### config.mk
export PLATFORM = sky130hd
export DESIGN_NAME = mem_wb_stage_flat
export DESIGN_NICKNAME = d
export VERILOG_FILES = /design/src/rtl/mem_wb_stage_if.sv /design/src/rtl/mem_wb_stage.sv /design/src/flat_wrapper.sv
export SDC_FILE = /design/constraint.sdc
export NUM_CORES = 1
export LEC_CHECK = 0
export BUFFER_PORTS_ARGS = -buffer_cell sky130_fd_sc_hd__clkbuf_2
export CAP_MARGIN = 40
export CORE_ASPECT_RATIO = 1.4
export CORE_MARGIN = 2
export CORE_UTILIZATION = 53
export CTS_CLUSTER_SIZE = 12
export DETAILED_ROUTE_END_ITERATION = 10
export PLACE_DENSITY = 0.82
export SYNTH_ARGS = -nofsm -noshare
export SYNTH_HDL_FRONTEND = slang
export SYNTH_SLANG_ARGS = --single-unit
### constraint.sdc
create_clock -name clk -period 5.85 [get_ports clk]
set_clock_uncertainty 0.1 [all_clocks]
set_input_delay 0.2925 -clock clk [delete_from_list [all_inputs] [get_ports clk]]
set_output_delay 0.2925 -clock clk [all_outputs]
set_load 0.05 [all_outputs]
### src/rtl/mem_wb_stage_if.sv
// MEM/WB boundary bus: MEM-stage results and controls in, writeback-bus
// signals, forwarding select and retirement count out.
interface mem_wb_stage_if #(
  parameter int WIDTH     = 32,
  parameter int CNT_WIDTH = 32
);
  // Pipeline control
  logic                 stall_w;
  logic                 flush_w;
  // MEM-stage instruction
  logic                 valid_m;
  logic                 reg_write_m;
  logic                 mem_write_m;
  logic [1:0]           result_src_m;
  logic [2:0]           funct3_m;
  logic [4:0]           rd_m;
  logic [4:0]           rs2_m;
  logic [WIDTH-1:0]     alu_result_m;
  logic [WIDTH-1:0]     read_data_m;
  logic [WIDTH-1:0]     pc_plus4_m;
  // Writeback side
  logic [WIDTH-1:0]     result_w;
  logic [4:0]           rd_w;
  logic                 reg_write_w;
  logic                 fwd_ls_w;
  logic                 misaligned_w;
  logic [CNT_WIDTH-1:0] instret_w;

  // Driver of MEM results, consumer of writeback outputs
  modport master (
    output stall_w, flush_w, valid_m, reg_write_m, mem_write_m, result_src_m,
           funct3_m, rd_m, rs2_m, alu_result_m, read_data_m, pc_plus4_m,
    input  result_w, rd_w, reg_write_w, fwd_ls_w, misaligned_w, instret_w
  );

  // The MEM/WB stage itself
  modport slave (
    input  stall_w, flush_w, valid_m, reg_write_m, mem_write_m, result_src_m,
           funct3_m, rd_m, rs2_m, alu_result_m, read_data_m, pc_plus4_m,
    output result_w, rd_w, reg_write_w, fwd_ls_w, misaligned_w, instret_w
  );
endinterface

### src/rtl/mem_wb_stage.sv
// MEM/WB pipeline register with load extraction, writeback select,
// load-to-store forwarding select and a retired-instruction counter.
// Byte-lane logic assumes WIDTH == 32.
module mem_wb_stage #(
  parameter int WIDTH     = 32,
  parameter int CNT_WIDTH = 32
) (
  input  logic         clk,
  input  logic         rst,
  mem_wb_stage_if.slave bus
);

  typedef enum logic [1:0] {
    SRC_ALU  = 2'b00,
    SRC_LOAD = 2'b01,
    SRC_PC4  = 2'b10,
    SRC_NONE = 2'b11
  } result_src_e;

  typedef struct packed {
    logic             valid;
    logic             reg_write;
    logic [4:0]       rd;
    result_src_e      result_src;
    logic [2:0]       funct3;
    logic [WIDTH-1:0] alu_result;
    logic [WIDTH-1:0] read_data;
    logic [WIDTH-1:0] pc_plus4;
  } wb_regs_t;

  wb_regs_t             wb_q;
  wb_regs_t             wb_d;
  logic [CNT_WIDTH-1:0] instret_q;

  logic             advance;
  logic [1:0]       off;
  logic [7:0]       byte_sel;
  logic [15:0]      half_sel;
  logic [WIDTH-1:0] load_data;
  logic             load_bad;
  logic             misaligned;
  logic             reg_write;

  assign advance = !bus.flush_w && !bus.stall_w;

  // Next stage-register contents: flush beats stall, stall holds, else capture
  always_comb begin
    // NOTE: default to the held value first so every path assigns wb_d and no latch is inferred.
    wb_d = wb_q;
    if (bus.flush_w) begin
      wb_d = '0;
    end else if (!bus.stall_w) begin
      wb_d.valid      = bus.valid_m;
      wb_d.reg_write  = bus.reg_write_m & bus.valid_m;
      wb_d.rd         = bus.rd_m;
      wb_d.result_src = result_src_e'(bus.result_src_m);
      wb_d.funct3     = bus.funct3_m;
      wb_d.alu_result = bus.alu_result_m;
      wb_d.read_data  = bus.read_data_m;
      wb_d.pc_plus4   = bus.pc_plus4_m;
    end
  end

  // Stage register with asynchronous clear
  always_ff @(posedge clk or posedge rst) begin
    // NOTE: data fields are cleared too (not just valid) so every output reads 0 during reset.
    if (rst) begin
      wb_q <= '0;
    end else begin
      // NOTE: non-blocking assignment so all flops update together on the edge.
      wb_q <= wb_d;
    end
  end

  // Retired-instruction counter: counts valid instructions entering WB
  always_ff @(posedge clk or posedge rst) begin
    if (rst) begin
      instret_q <= '0;
    end else if (advance && bus.valid_m) begin
      instret_q <= instret_q + CNT_WIDTH'(1);
    end
  end

  // Load lane extraction, sign/zero extension and alignment check
  always_comb begin
    off       = wb_q.alu_result[1:0];
    byte_sel  = wb_q.read_data[{off, 3'b000} +: 8];
    half_sel  = wb_q.read_data[{off[1], 4'b0000} +: 16];
    load_data = '0;
    load_bad  = 1'b0;
    unique case (wb_q.funct3)
      3'b000: load_data = {{(WIDTH-8){byte_sel[7]}}, byte_sel};
      3'b100: load_data = {{(WIDTH-8){1'b0}}, byte_sel};
      3'b001: begin
        if (off[0]) load_bad = 1'b1;
        else        load_data = {{(WIDTH-16){half_sel[15]}}, half_sel};
      end
      3'b101: begin
        if (off[0]) load_bad = 1'b1;
        else        load_data = {{(WIDTH-16){1'b0}}, half_sel};
      end
      3'b010: begin
        if (off != 2'b00) load_bad = 1'b1;
        else              load_data = wb_q.read_data;
      end
      default: load_bad = 1'b1;
    endcase
  end

  assign misaligned = wb_q.valid && (wb_q.result_src == SRC_LOAD) && load_bad;
  assign reg_write  = wb_q.reg_write && !misaligned;

  // Writeback result select
  always_comb begin
    bus.result_w = '0;
    unique case (wb_q.result_src)
      SRC_ALU:  bus.result_w = wb_q.alu_result;
      SRC_LOAD: bus.result_w = load_data;
      SRC_PC4:  bus.result_w = wb_q.pc_plus4;
      SRC_NONE: bus.result_w = '0;
    endcase
  end

  assign bus.rd_w         = wb_q.rd;
  assign bus.reg_write_w  = reg_write;
  assign bus.misaligned_w = misaligned;
  assign bus.instret_w    = instret_q;

  // Store in MEM reads the register WB is about to write: forward result_w
  assign bus.fwd_ls_w = bus.mem_write_m && bus.valid_m && reg_write &&
                        (wb_q.rd != 5'd0) && (wb_q.rd == bus.rs2_m);

endmodule
### src/flat_wrapper.sv
// flat-port wrapper written by rule: the top's interface ports become plain ports
module mem_wb_stage_flat 
#(
  parameter int WIDTH     = 32,
  parameter int CNT_WIDTH = 32
)
  (clk, rst, bus_stall_w, bus_flush_w, bus_valid_m, bus_reg_write_m, bus_mem_write_m, bus_result_src_m, bus_funct3_m, bus_rd_m, bus_rs2_m, bus_alu_result_m, bus_read_data_m, bus_pc_plus4_m, bus_result_w, bus_rd_w, bus_reg_write_w, bus_fwd_ls_w, bus_misaligned_w, bus_instret_w);
  mem_wb_stage_if #(.WIDTH(WIDTH), .CNT_WIDTH(CNT_WIDTH)) bus_i ();
  input  logic clk;
  input  logic rst;
  input wire logic [$bits(bus_i.stall_w)-1:0] bus_stall_w;
  input wire logic [$bits(bus_i.flush_w)-1:0] bus_flush_w;
  input wire logic [$bits(bus_i.valid_m)-1:0] bus_valid_m;
  input wire logic [$bits(bus_i.reg_write_m)-1:0] bus_reg_write_m;
  input wire logic [$bits(bus_i.mem_write_m)-1:0] bus_mem_write_m;
  input wire logic [$bits(bus_i.result_src_m)-1:0] bus_result_src_m;
  input wire logic [$bits(bus_i.funct3_m)-1:0] bus_funct3_m;
  input wire logic [$bits(bus_i.rd_m)-1:0] bus_rd_m;
  input wire logic [$bits(bus_i.rs2_m)-1:0] bus_rs2_m;
  input wire logic [$bits(bus_i.alu_result_m)-1:0] bus_alu_result_m;
  input wire logic [$bits(bus_i.read_data_m)-1:0] bus_read_data_m;
  input wire logic [$bits(bus_i.pc_plus4_m)-1:0] bus_pc_plus4_m;
  output wire logic [$bits(bus_i.result_w)-1:0] bus_result_w;
  output wire logic [$bits(bus_i.rd_w)-1:0] bus_rd_w;
  output wire logic [$bits(bus_i.reg_write_w)-1:0] bus_reg_write_w;
  output wire logic [$bits(bus_i.fwd_ls_w)-1:0] bus_fwd_ls_w;
  output wire logic [$bits(bus_i.misaligned_w)-1:0] bus_misaligned_w;
  output wire logic [$bits(bus_i.instret_w)-1:0] bus_instret_w;
  assign bus_i.stall_w = bus_stall_w;
  assign bus_i.flush_w = bus_flush_w;
  assign bus_i.valid_m = bus_valid_m;
  assign bus_i.reg_write_m = bus_reg_write_m;
  assign bus_i.mem_write_m = bus_mem_write_m;
  assign bus_i.result_src_m = bus_result_src_m;
  assign bus_i.funct3_m = bus_funct3_m;
  assign bus_i.rd_m = bus_rd_m;
  assign bus_i.rs2_m = bus_rs2_m;
  assign bus_i.alu_result_m = bus_alu_result_m;
  assign bus_i.read_data_m = bus_read_data_m;
  assign bus_i.pc_plus4_m = bus_pc_plus4_m;
  assign bus_result_w = bus_i.result_w;
  assign bus_rd_w = bus_i.rd_w;
  assign bus_reg_write_w = bus_i.reg_write_w;
  assign bus_fwd_ls_w = bus_i.fwd_ls_w;
  assign bus_misaligned_w = bus_i.misaligned_w;
  assign bus_instret_w = bus_i.instret_w;
  mem_wb_stage #(.WIDTH(WIDTH), .CNT_WIDTH(CNT_WIDTH)) u_core (.clk(clk), .rst(rst), .bus(bus_i));
endmodule
---- After elaboration in Yosys (flattened, before gate mapping) ----
Index checks and enable logic that the tools add are counted.
Widths: inputs -> output; s select.
storage, ports and cells
  bits in registers ....................... 140
  input bits .............................. 118
  output and inout bits ................... 72
  word-level logic and storage cells ...... 50
operators by class
  $add $sub $neg .......................... 1
  equality and inequality tests ........... 9
  shift-type cells ........................ 2
  mux-type cells .......................... 10
  bitwise logic cells ..................... 1
  reductions and logical operators ........ 18
operator list
  cell                   count
  $mux 108               2
  $pmux 32 s5            1
  $pmux 32 s4            1
  $mux 32                2
  $add 32x1->32 const B  1
  $shiftx 32x6->16       1
  $shiftx 32x6->8        1
  $mux 16                1
  $logic_and 1x1->1      9
  $eq 3x3->1 const B     2
  $eq 5x5->1             1
  $reduce_bool 5->1      1
  $eq 2x2->1 const B     2
  $reduce_or 2->1        2
  $eq 3x1->1 const B     1
  $eq 3x2->1 const B     1
  $logic_not 1->1        3
  $logic_not 3->1        1
  $pmux 1 s3             1
  $eq 2x1->1 const B     1
  $logic_not 2->1        1
  $mux 1                 2
  $ne 2x1->1 const B     1
  $reduce_bool 2->1      1
  $and 1x1->1            1

---- Longest topological paths before layout ----
Gate-level depths: netlist (run 1).
  depth after elaboration ................. 9
  mapped depth ............................ 7
  depth with buffers taken out ............ 5

---- Least setup slack after synthesis (run 1) ----
Ideal clock, no wire load.
  kind .................................... reg2out
  start point ............................. register u_core.wb_q[96] (netlist bit)
  end point ............................... output bus_fwd_ls_w
  arrival time ............................ 2.601 ns
  required time ........................... 5.458 ns
  setup slack ............................. 2.856 ns
  cell stages (with the launch flop) ...... 7
  buffers on the path ..................... 1
  path through ............................ dfrtp_1 -> clkbuf_1 -> or2_2 -> nand3_1 -> a21oi_1 -> nor2b_1 -> and3_1
on the way
  longest elaborated chain between the ends .. 9
  elaborated cells between the ends (all ways) .. 14
  classes of those cells .................. 4 x eq/ne; 1 x mux; 9 x reduce/logical
ends and longest elaborated chain
  what                                line                 RTL
  start: declaration                  mem_wb_stage.sv:31   wb_regs_t wb_q;
  start signal: assignment            mem_wb_stage.sv:71   wb_q <= wb_d;
  $eq 3x1->1 (tied with other cells)  mem_wb_stage.sv:91   unique case (wb_q.funct3)
  $reduce_or 2->1 (no source line)    --
  $pmux 1 s3 (*)                      mem_wb_stage.sv:91
  $logic_and 1x1->1 (*)               mem_wb_stage.sv:110  assign misaligned = wb_q.valid && (wb_q.result_src == SRC_LOAD) && load_bad;
  via bus_misaligned_w                flat_wrapper.sv:27   output wire logic [$bits(bus_i.misaligned_w)-1:0] bus_misaligned_w;
  $logic_not 1->1 (*)                 mem_wb_stage.sv:111  assign reg_write = wb_q.reg_write && !misaligned;
  $logic_and 1x1->1 (*)               mem_wb_stage.sv:111
  via bus_reg_write_w                 flat_wrapper.sv:25   output wire logic [$bits(bus_i.reg_write_w)-1:0] bus_reg_write_w;
  $logic_and 1x1->1 (*) (2 in a row)  mem_wb_stage.sv:130  assign bus.fwd_ls_w = bus.mem_write_m && bus.valid_m && reg_write &&
  $logic_and 1x1->1 (*)               mem_wb_stage.sv:131  (wb_q.rd != 5'd0) && (wb_q.rd == bus.rs2_m);
  end: declaration                    flat_wrapper.sv:26   output wire logic [$bits(bus_i.fwd_ls_w)-1:0] bus_fwd_ls_w;
Mark *: on every way through the listed nets, which the timed path passes. The rest lies on a longest branch.

---- Final worst setup path (run 1) ----
  start point ............................. register u_core.wb_q[100] (netlist bit)
  end point ............................... output bus_result_w[13]
on the way
  longest elaborated chain between the ends .. 2
  elaborated cells between the ends (all ways) .. 5
  classes of those cells .................. 3 x eq/ne; 1 x mux; 1 x reduce/logical
ends and longest elaborated chain
  what                                line                 RTL
  $eq 2x2->1 (tied with other cells)  mem_wb_stage.sv:116  unique case (wb_q.result_src)
  $pmux 32 s4 (*)                     mem_wb_stage.sv:116
  end: declaration                    flat_wrapper.sv:23   output wire logic [$bits(bus_i.result_w)-1:0] bus_result_w;
Mark *: on every way between the ends. The rest lies on a longest branch, timed or not.

==> flow_summary.json, run 1 <==
{
  "run_status": "finished, final reports clean",
  "max_freq_mhz": 280.1,
  "max_slew_margin_pct": 38.09,
  "cts_max_path_buffers": 2,
  "critical-path-max-stage-delay_ns": 0.59,
  "grt_overflow": 0,
  "floorplan.rows": 50,
  "measured_slew_at_the_worst_slew_check_pin_ns": 0.9286,
  "route.final.wire_length_mm": 18.95,
  "via_count": 5859,
  "dominantRegCellSynth": "sky130_fd_sc_hd__dfrtp_1",
  "main_combinational_cell_family_by_area_after_synthesis": "multiplexers",
  "synth.ff_latch_count": 140,
  "synth_async_sr_flop_share_pct": 100.0,
  "tritoncts_clock_tree": "done",
  "max-vdd-ir-drop_uv": 364.7,
  "start_util_pct": 53.54,
  "clk_root_buf": "sky130_fd_sc_hd__clkbuf_16",
  "synth_adder_area_share_pct": 0.1762,
  "power_density_mw_per_mm2": 298.7,
  "first_global_vias": 5764,
  "die_h_um": 141.0,
  "synth_seq_area_share_pct": 49.34,
  "post_cts_hold_buffer_count": 1,
  "critical-path-slowest-cell": "sky130_fd_sc_hd__nor2b_1",
  "timing.critical_path.from_type": "register",
  "critical_path_peak_fanout": 30,
  "timing.hold.worst.class": "input pin to register",
  "cells_resized_by_post_cts_repair": 0,
  "cp-end-kind": "output pin",
  "drv_cap": 0,
  "post-route-drc-count": 0,
  "number_of_buffers_added_by_the_clock_tree_synthesis_step": 17,
  "drt_iter0_markers": 289,
  "layout_worst_path_cycle_share_pct": 61.02,
  "p_leak_nw": 4.430,
  "synthMuxAreaShare_pct": 19.95,
  "period_needed_ns": 3.570,
  "postSynthAreaPerCell_um2": 10.26,
  "timing.final.setup_violations": 0,
  "grt.total_usage_pct": 27.14,
  "syn-cell-area_mm2": 0.007101,
  "clock_insertion_delay_worst_skew_ns": 0.42,
  "fin_tns_setup_ns": 0,
  "hold_violation_count_in_the_final_report": 0,
  "drt_first_pass_iters": 5,
  "fin_total_pwr_mw": 2.630,
  "nets": 977,
  "design.portCount": 190,
  "rsz0062_at_grt": "false",
  "fraction_of_the_mapped_netlist_area_in_compound_gates_pct": 8.458,
  "critical_path_arrival_ns": 3.18,
  "place.port_buffers": 189,
  "cts_setup_buffers": 0,
  "design.die.area_mm2": 0.01435,
  "synthSimpleGateAreaFrac_pct": 13.87,
  "drt-vias-per-instance": 5.564,
  "initial_antenna_violation_count": 0,
  "postRouteAntennaNets": 0,
  "cts.sinks": 140,
  "htree_num_levels": 4,
  "dp.final_hpwl_mm": 13.88,
  "grt_start_max_net_pins": 66,
  "worst_setup_hold_path_clk_slew_ns": 0.06,
  "area_delta_synth_final_pct": 24.02,
  "setup.worst_path.class": "register to output pin",
  "post_drt_wl_per_cell_um": 18.00,
  "timing_max_transition_violations_final": 0,
  "synth.yosys.warnings": 0,
  "critical_path_cell_by_cell": "buf_12 -> nor2b_1 -> nand2_1 -> nor2_1 -> inv_1 -> o221ai_1 -> clkbuf_2",
  "synthesis.nets": 811,
  "wire_length_of_the_first_global_routing_pass_mm": 29.90,
  "core_area_mm2": 0.01326,
  "number_of_enable_flip_flop_cells_after_synthesis": 0,
  "synthDistinctLibCells": 49,
  "drive_gt1_share_pct": 27.67,
  "fp.dieW_um": 101.8,
  "place_congestion": 0.9025,
  "synth_xor_area_share_pct": 4.317,
  "worstPathRequired_ns": 5.46,
  "synth_cells": 692,
  "fillerInstances": 1144,
  "antenna_cells_inserted": 0
}
kinds of logic (layout without fill, tap and decap cells):
| logic type | Yosys count | in the layout |
|---|---|---|
| AO/OA/AOI/OAI | 98 | 98 |
| XOR/XNOR | 35 | 35 |
| adder cells (fa/ha/maj) | 1 | 1 |
| buffers and inverters | 67 | 246 |
| flip-flops | 140 | 140 |
| multiplexers | 141 | 141 |
| AND/OR/NAND/NOR | 210 | 210 |
metal layers:
layer | GRT usage, % | vias up | share of wire, %
li1 | - | 2752 | -
met1 | 33.54 | 2801 | 38
met2 | 42.87 | 248 | 50
met3 | 7.238 | 58 | 7.0
met4 | 15.02 | 0 | 5.0
met5 | 0 | - | 0
Yosys cell counts (all sizes together), types with 2 or more instances:
cell type  number  area share [%]
and3            3            0.26
nand4           9             1.0
clkbuf         35             1.9
xnor2          24             3.0
nor2          123             6.5
nor2b          11            0.97
a21oi          40             2.8
inv            15            0.79
nand2          22             1.2
mux2            4            0.63
a211oi          3            0.32
o221ai          6            0.74
buf            17             1.3
nor4            3            0.35
o2bb2ai         5            0.62
xor2           11             1.4
and4            6            0.74
nand3          16             1.1
nor3b           4            0.65
nor3            7            0.56
o22ai          17             1.5
and2            2            0.18
o21ai          15             1.1
mux2i         137              19
dfrtp         140              49
nand2b          2            0.18
path summary, 6_finish.rpt:
check / startpoint / end / slack [ns] / cells past startpoint
max in group asynchronous: rst / u_core.wb_q[100] / 4.11 / 5
min reg2reg: u_core.bus.instret_w[31] / u_core.bus.instret_w[31] / 0.37 / 1
max reg2reg: u_core.bus.instret_w[11] / u_core.bus.instret_w[29] / 3.82 / 5
max: u_core.wb_q[100] / bus_result_w[13] / 2.28 / 7
min: bus_pc_plus4_m[16] / u_core.wb_q[16] / 0.01 / 3
min in group asynchronous: rst / u_core.bus.instret_w[31] / 0.37 / 3
metrics by stage:
stage	hold slack, ns	utilization (%)	instances	area (um^2)	setup WS, ns
floorplan	0.3455	-	692	7101	1.705
global placement	0.2631	61.12	1016	8107	2.636
detailed placement	0.2674	61.90	1020	8209	2.761
CTS	0.0009424	66.40	1053	8806	2.304
global route	0.01429	66.40	1053	8806	2.116
finish	0.01285	66.40	1053	8806	2.280
sequential cells by signal, indices dropped and copies added (netlist names):
| register | count |
|---|---|
| u_core.off | 2 |
| u_core.bus.rd_w | 5 |
| u_core.bus.instret_w | 32 |
| u_core.wb_q | 101 |
layout by cell type, fill, tap and decap left out, types with 6 or more instances in the layout:
cell / synthesis / routed
sky130_fd_sc_hd__nor2b_1: 11 / 11
sky130_fd_sc_hd__nor3_1: 6 / 6
sky130_fd_sc_hd__buf_4: 5 / 6
sky130_fd_sc_hd__a21oi_1: 40 / 40
sky130_fd_sc_hd__mux2i_1: 137 / 137
sky130_fd_sc_hd__nand3_1: 16 / 16
sky130_fd_sc_hd__o221ai_1: 6 / 6
sky130_fd_sc_hd__o21ai_0: 15 / 15
sky130_fd_sc_hd__xor2_1: 11 / 11
sky130_fd_sc_hd__clkbuf_2: 0 / 187
sky130_fd_sc_hd__o22ai_1: 17 / 17
sky130_fd_sc_hd__dfrtp_1: 140 / 139
sky130_fd_sc_hd__and4_1: 6 / 6
sky130_fd_sc_hd__nor2_1: 123 / 123
sky130_fd_sc_hd__inv_1: 15 / 14
sky130_fd_sc_hd__nand4_1: 8 / 8
sky130_fd_sc_hd__xnor2_1: 24 / 24
sky130_fd_sc_hd__nand2_1: 22 / 22
sky130_fd_sc_hd__clkbuf_16: 0 / 17
report_power, final:
group          switching (mW)  internal (mW)  leakage, nW
clock network           0.418          0.643        0.277
registers              0.0696           1.03         1.87
logic                   0.314          0.160         2.29
final cells by class:
class,instances,area [um^2],area share (%)
inverter,15,61.31,0.6962
multi-input combinational,485,3321,37.71
tap,182,227.7,2.586
clock inverter,12,140.1,1.591
timing repair buffer,199,1105,12.55
clock buffer,20,446.7,5.072
sequential,140,3505,39.80
critical path: cells and delay by family (launching register included):
kind | cells | cell delay [ns]
and+or+nand+nor | 3 | 1.42
buffers and inverters | 3 | 0.69
AOI/OAI and AO/OA | 1 | 0.11
DFF | 1 | 0.53
(Power assumes the default switching activity.)
==> run 2, diff against run 1 <==
--- a/config.mk
+++ b/config.mk
@@ -9,10 +9,10 @@
 export CAP_MARGIN = 40
 export CORE_ASPECT_RATIO = 1.4
 export CORE_MARGIN = 2
-export CORE_UTILIZATION = 53
+export CORE_UTILIZATION = 48
 export CTS_CLUSTER_SIZE = 12
 export DETAILED_ROUTE_END_ITERATION = 10
-export PLACE_DENSITY = 0.82
+export PLACE_DENSITY = 0.79
 export SYNTH_ARGS = -nofsm -noshare
 export SYNTH_HDL_FRONTEND = slang
 export SYNTH_SLANG_ARGS = --single-unit
==> constraint.sdc (replaced) <==
create_clock -name clk -period 2.88 [get_ports clk]
set_clock_uncertainty 0.1 [all_clocks]
set_input_delay 0.144 -clock clk [delete_from_list [all_inputs] [get_ports clk]]
set_output_delay 0.144 -clock clk [all_outputs]
set_load 0.05 [all_outputs]
==> run 2 against run 1 <==
Effect of this change: routed wire length is 19% higher; die area is 10% higher; sequential cell count stayed put.
==> flow_summary.json, run 2 (synthesized netlist as in run 1, its figures left out) <==
{
  "run_status": "finished, final reports clean",
  "placedCellCount": 1032,
  "worst_slack_ns": 0.1103,
  "postRouteAntennaNets": 0,
  "regMostFlops": "u_core.wb_q",
  "period_needed_ns": 2.770,
  "cts.sinks": 140,
  "worstPathRequired_ns": 2.64,
  "hold_ws_ns": 0.01862,
  "layout.cell_area.non_filler_mm2": 0.01034,
  "post-route-drc-count": 0,
  "mostFrequentLayoutCell": "sky130_fd_sc_hd__clkbuf_2",
  "max_slew_margin_pct": 46.12,
  "htree_num_levels": 4,
  "rsz0062_at_grt": "false",
  "layout_worst_path_cycle_share_pct": 96.17,
  "nets": 1092,
  "critical_path_peak_fanout": 11,
  "fp.dieW_um": 106.8,
  "die_h_um": 147.9,
  "grt.total_usage_pct": 29.03,
  "initial_antenna_violation_count": 1,
  "drt_first_pass_iters": 6,
  "design.die.area_mm2": 0.01580,
  "final_core_density_pct": 71.60,
  "tritoncts_clock_tree": "done",
  "max_reg_flops": 101,
  "timing.final.setup_violations": 0,
  "preCtsSetupSlack_ns": 0.4880,
  "number_of_buffers_added_by_the_clock_tree_synthesis_step": 17,
  "max_freq_mhz": 361.0,
  "fillerInstances": 1036,
  "setup.worst_path.class": "register to output pin",
  "design.portCount": 190,
  "place.port_buffers": 189,
  "r2r-start": "u_core.bus.instret_w[4]",
  "drive_gt1_share_pct": 25.38,
  "wire_length_of_the_first_global_routing_pass_mm": 35.61,
  "timing.hold.worst.class": "input pin to register",
  "timing_max_transition_violations_final": 0,
  "fin_tns_setup_ns": 0,
  "clock_insertion_delay_worst_skew_ns": 0.41,
  "drt_iter0_markers": 421,
  "post_layout_nonfiller_instances": 1175,
  "worst_setup_hold_path_clk_slew_ns": 0.06,
  "floorplan.rows": 52,
  "cts_max_path_buffers": 2,
  "critical_path.startpoint": "u_core.off[1]",
  "core_area_mm2": 0.01444,
  "cp-end-kind": "output pin",
  "grt_start_max_net_pins": 110,
  "cts_setup_buffers": 0,
  "drt-vias-per-instance": 5.557,
  "measured_slew_at_the_worst_slew_check_pin_ns": 0.8082,
  "clk_root_buf": "sky130_fd_sc_hd__clkbuf_16",
  "fin_total_pwr_mw": 5.959,
  "critical_path_arrival_ns": 2.53,
  "max-vdd-ir-drop_uv": 555.0,
  "hold_violation_count_in_the_final_report": 0,
  "p_leak_nw": 5.038,
  "place_area_mm2": 0.008539,
  "grt_overflow": 0,
  "drv_cap": 0,
  "via_count": 6530,
  "hold_start": "bus_flush_w",
  "dp.final_hpwl_mm": 14.36,
  "place_congestion": 0.9202,
  "route.final.wire_length_mm": 22.62,
  "power_density_mw_per_mm2": 576.2,
  "post_drt_wl_per_cell_um": 19.25,
  "timing.critical_path.from_type": "register",
  "area_delta_synth_final_pct": 45.66,
  "first_global_vias": 6847,
  "commonest_cells_after_routing_fill_and_taps_aside": "sky130_fd_sc_hd__clkbuf_2 (167), sky130_fd_sc_hd__dfrtp_1 (138), sky130_fd_sc_hd__mux2i_1 (137)",
  "start_util_pct": 49.16
}
==> run 2: cell count changes in the layout (fill, tap and decap cells not counted), sizes merged <==
| cell | delta |
|---|---|
| buf | +25 |
| bufinv | +4 |
| clkbuf | -20 |
| clkinv | -2 |
| diode | +1 |
| dlygate4sd3 | +110 |
| inv | -3 |
==> run 2: layer usage <==
layer / vias to the layer above / share of wire, % / GRT usage (%)
met1: 3175 / 38 / 33.86
li1: 2977 / - / -
met4: 0 / 5.0 / 14.74
met5: - / 0 / 0
met2: 300 / 51 / 50.22
met3: 78 / 5.5 / 5.952
==> run 2: layout make-up <==
class                           instances  area (um^2)  share of cell area (%)
Multi-Input combinational cell        485         3328                   32.18
Sequential cell                       140         3506                   33.90
Inverter                               15        60.06                  0.5807
Tap cell                              189        236.5                   2.286
Clock inverter                         11        214.0                   2.069
Clock buffer                           20        466.7                   4.512
Timing Repair Buffer                  314         2529                   24.45
Antenna cell                            1        2.502                 0.02420
==> run 2: path summary, 6_finish.rpt <==
kind / to / slack (ns) / cells past startpoint
setup / recovery: bus_result_w[20] / 0.11 / 6
hold / removal: u_core.bus.instret_w[3] / 0.02 / 4
setup reg to reg: u_core.bus.instret_w[29] / 0.72 / 5
hold reg to reg: u_core.bus.instret_w[31] / 0.37 / 1
max in group asynchronous: u_core.wb_q[97] / 1.58 / 4
min in group asynchronous: u_core.bus.instret_w[20] / 0.30 / 3
==> run 2: critical path: stages, from the launching register on <==
cell and delay [ns]:
sky130_fd_sc_hd__dfrtp_1 0.49, sky130_fd_sc_hd__nor3_1 0.25, sky130_fd_sc_hd__and3_1 0.49, sky130_fd_sc_hd__buf_4 0.27
sky130_fd_sc_hd__a21oi_1 0.11, sky130_fd_sc_hd__o22ai_1 0.32, sky130_fd_sc_hd__buf_12 0.19
==> run 2: power breakdown <==
group / switching [mW] / internal, mW / total [mW] / leakage (nW)
clock: 0.838 / 1.69 / 2.53 / 0.328
combinational: 0.707 / 0.499 / 1.21 / 2.85
sequential: 0.143 / 2.08 / 2.23 / 1.87
==> run 2: timing repair <==
item                       CTS  global route
resized for setup            0             3
hold endpoints to repair   140             1
hold buffers               110             1
setup endpoints to repair    0            17
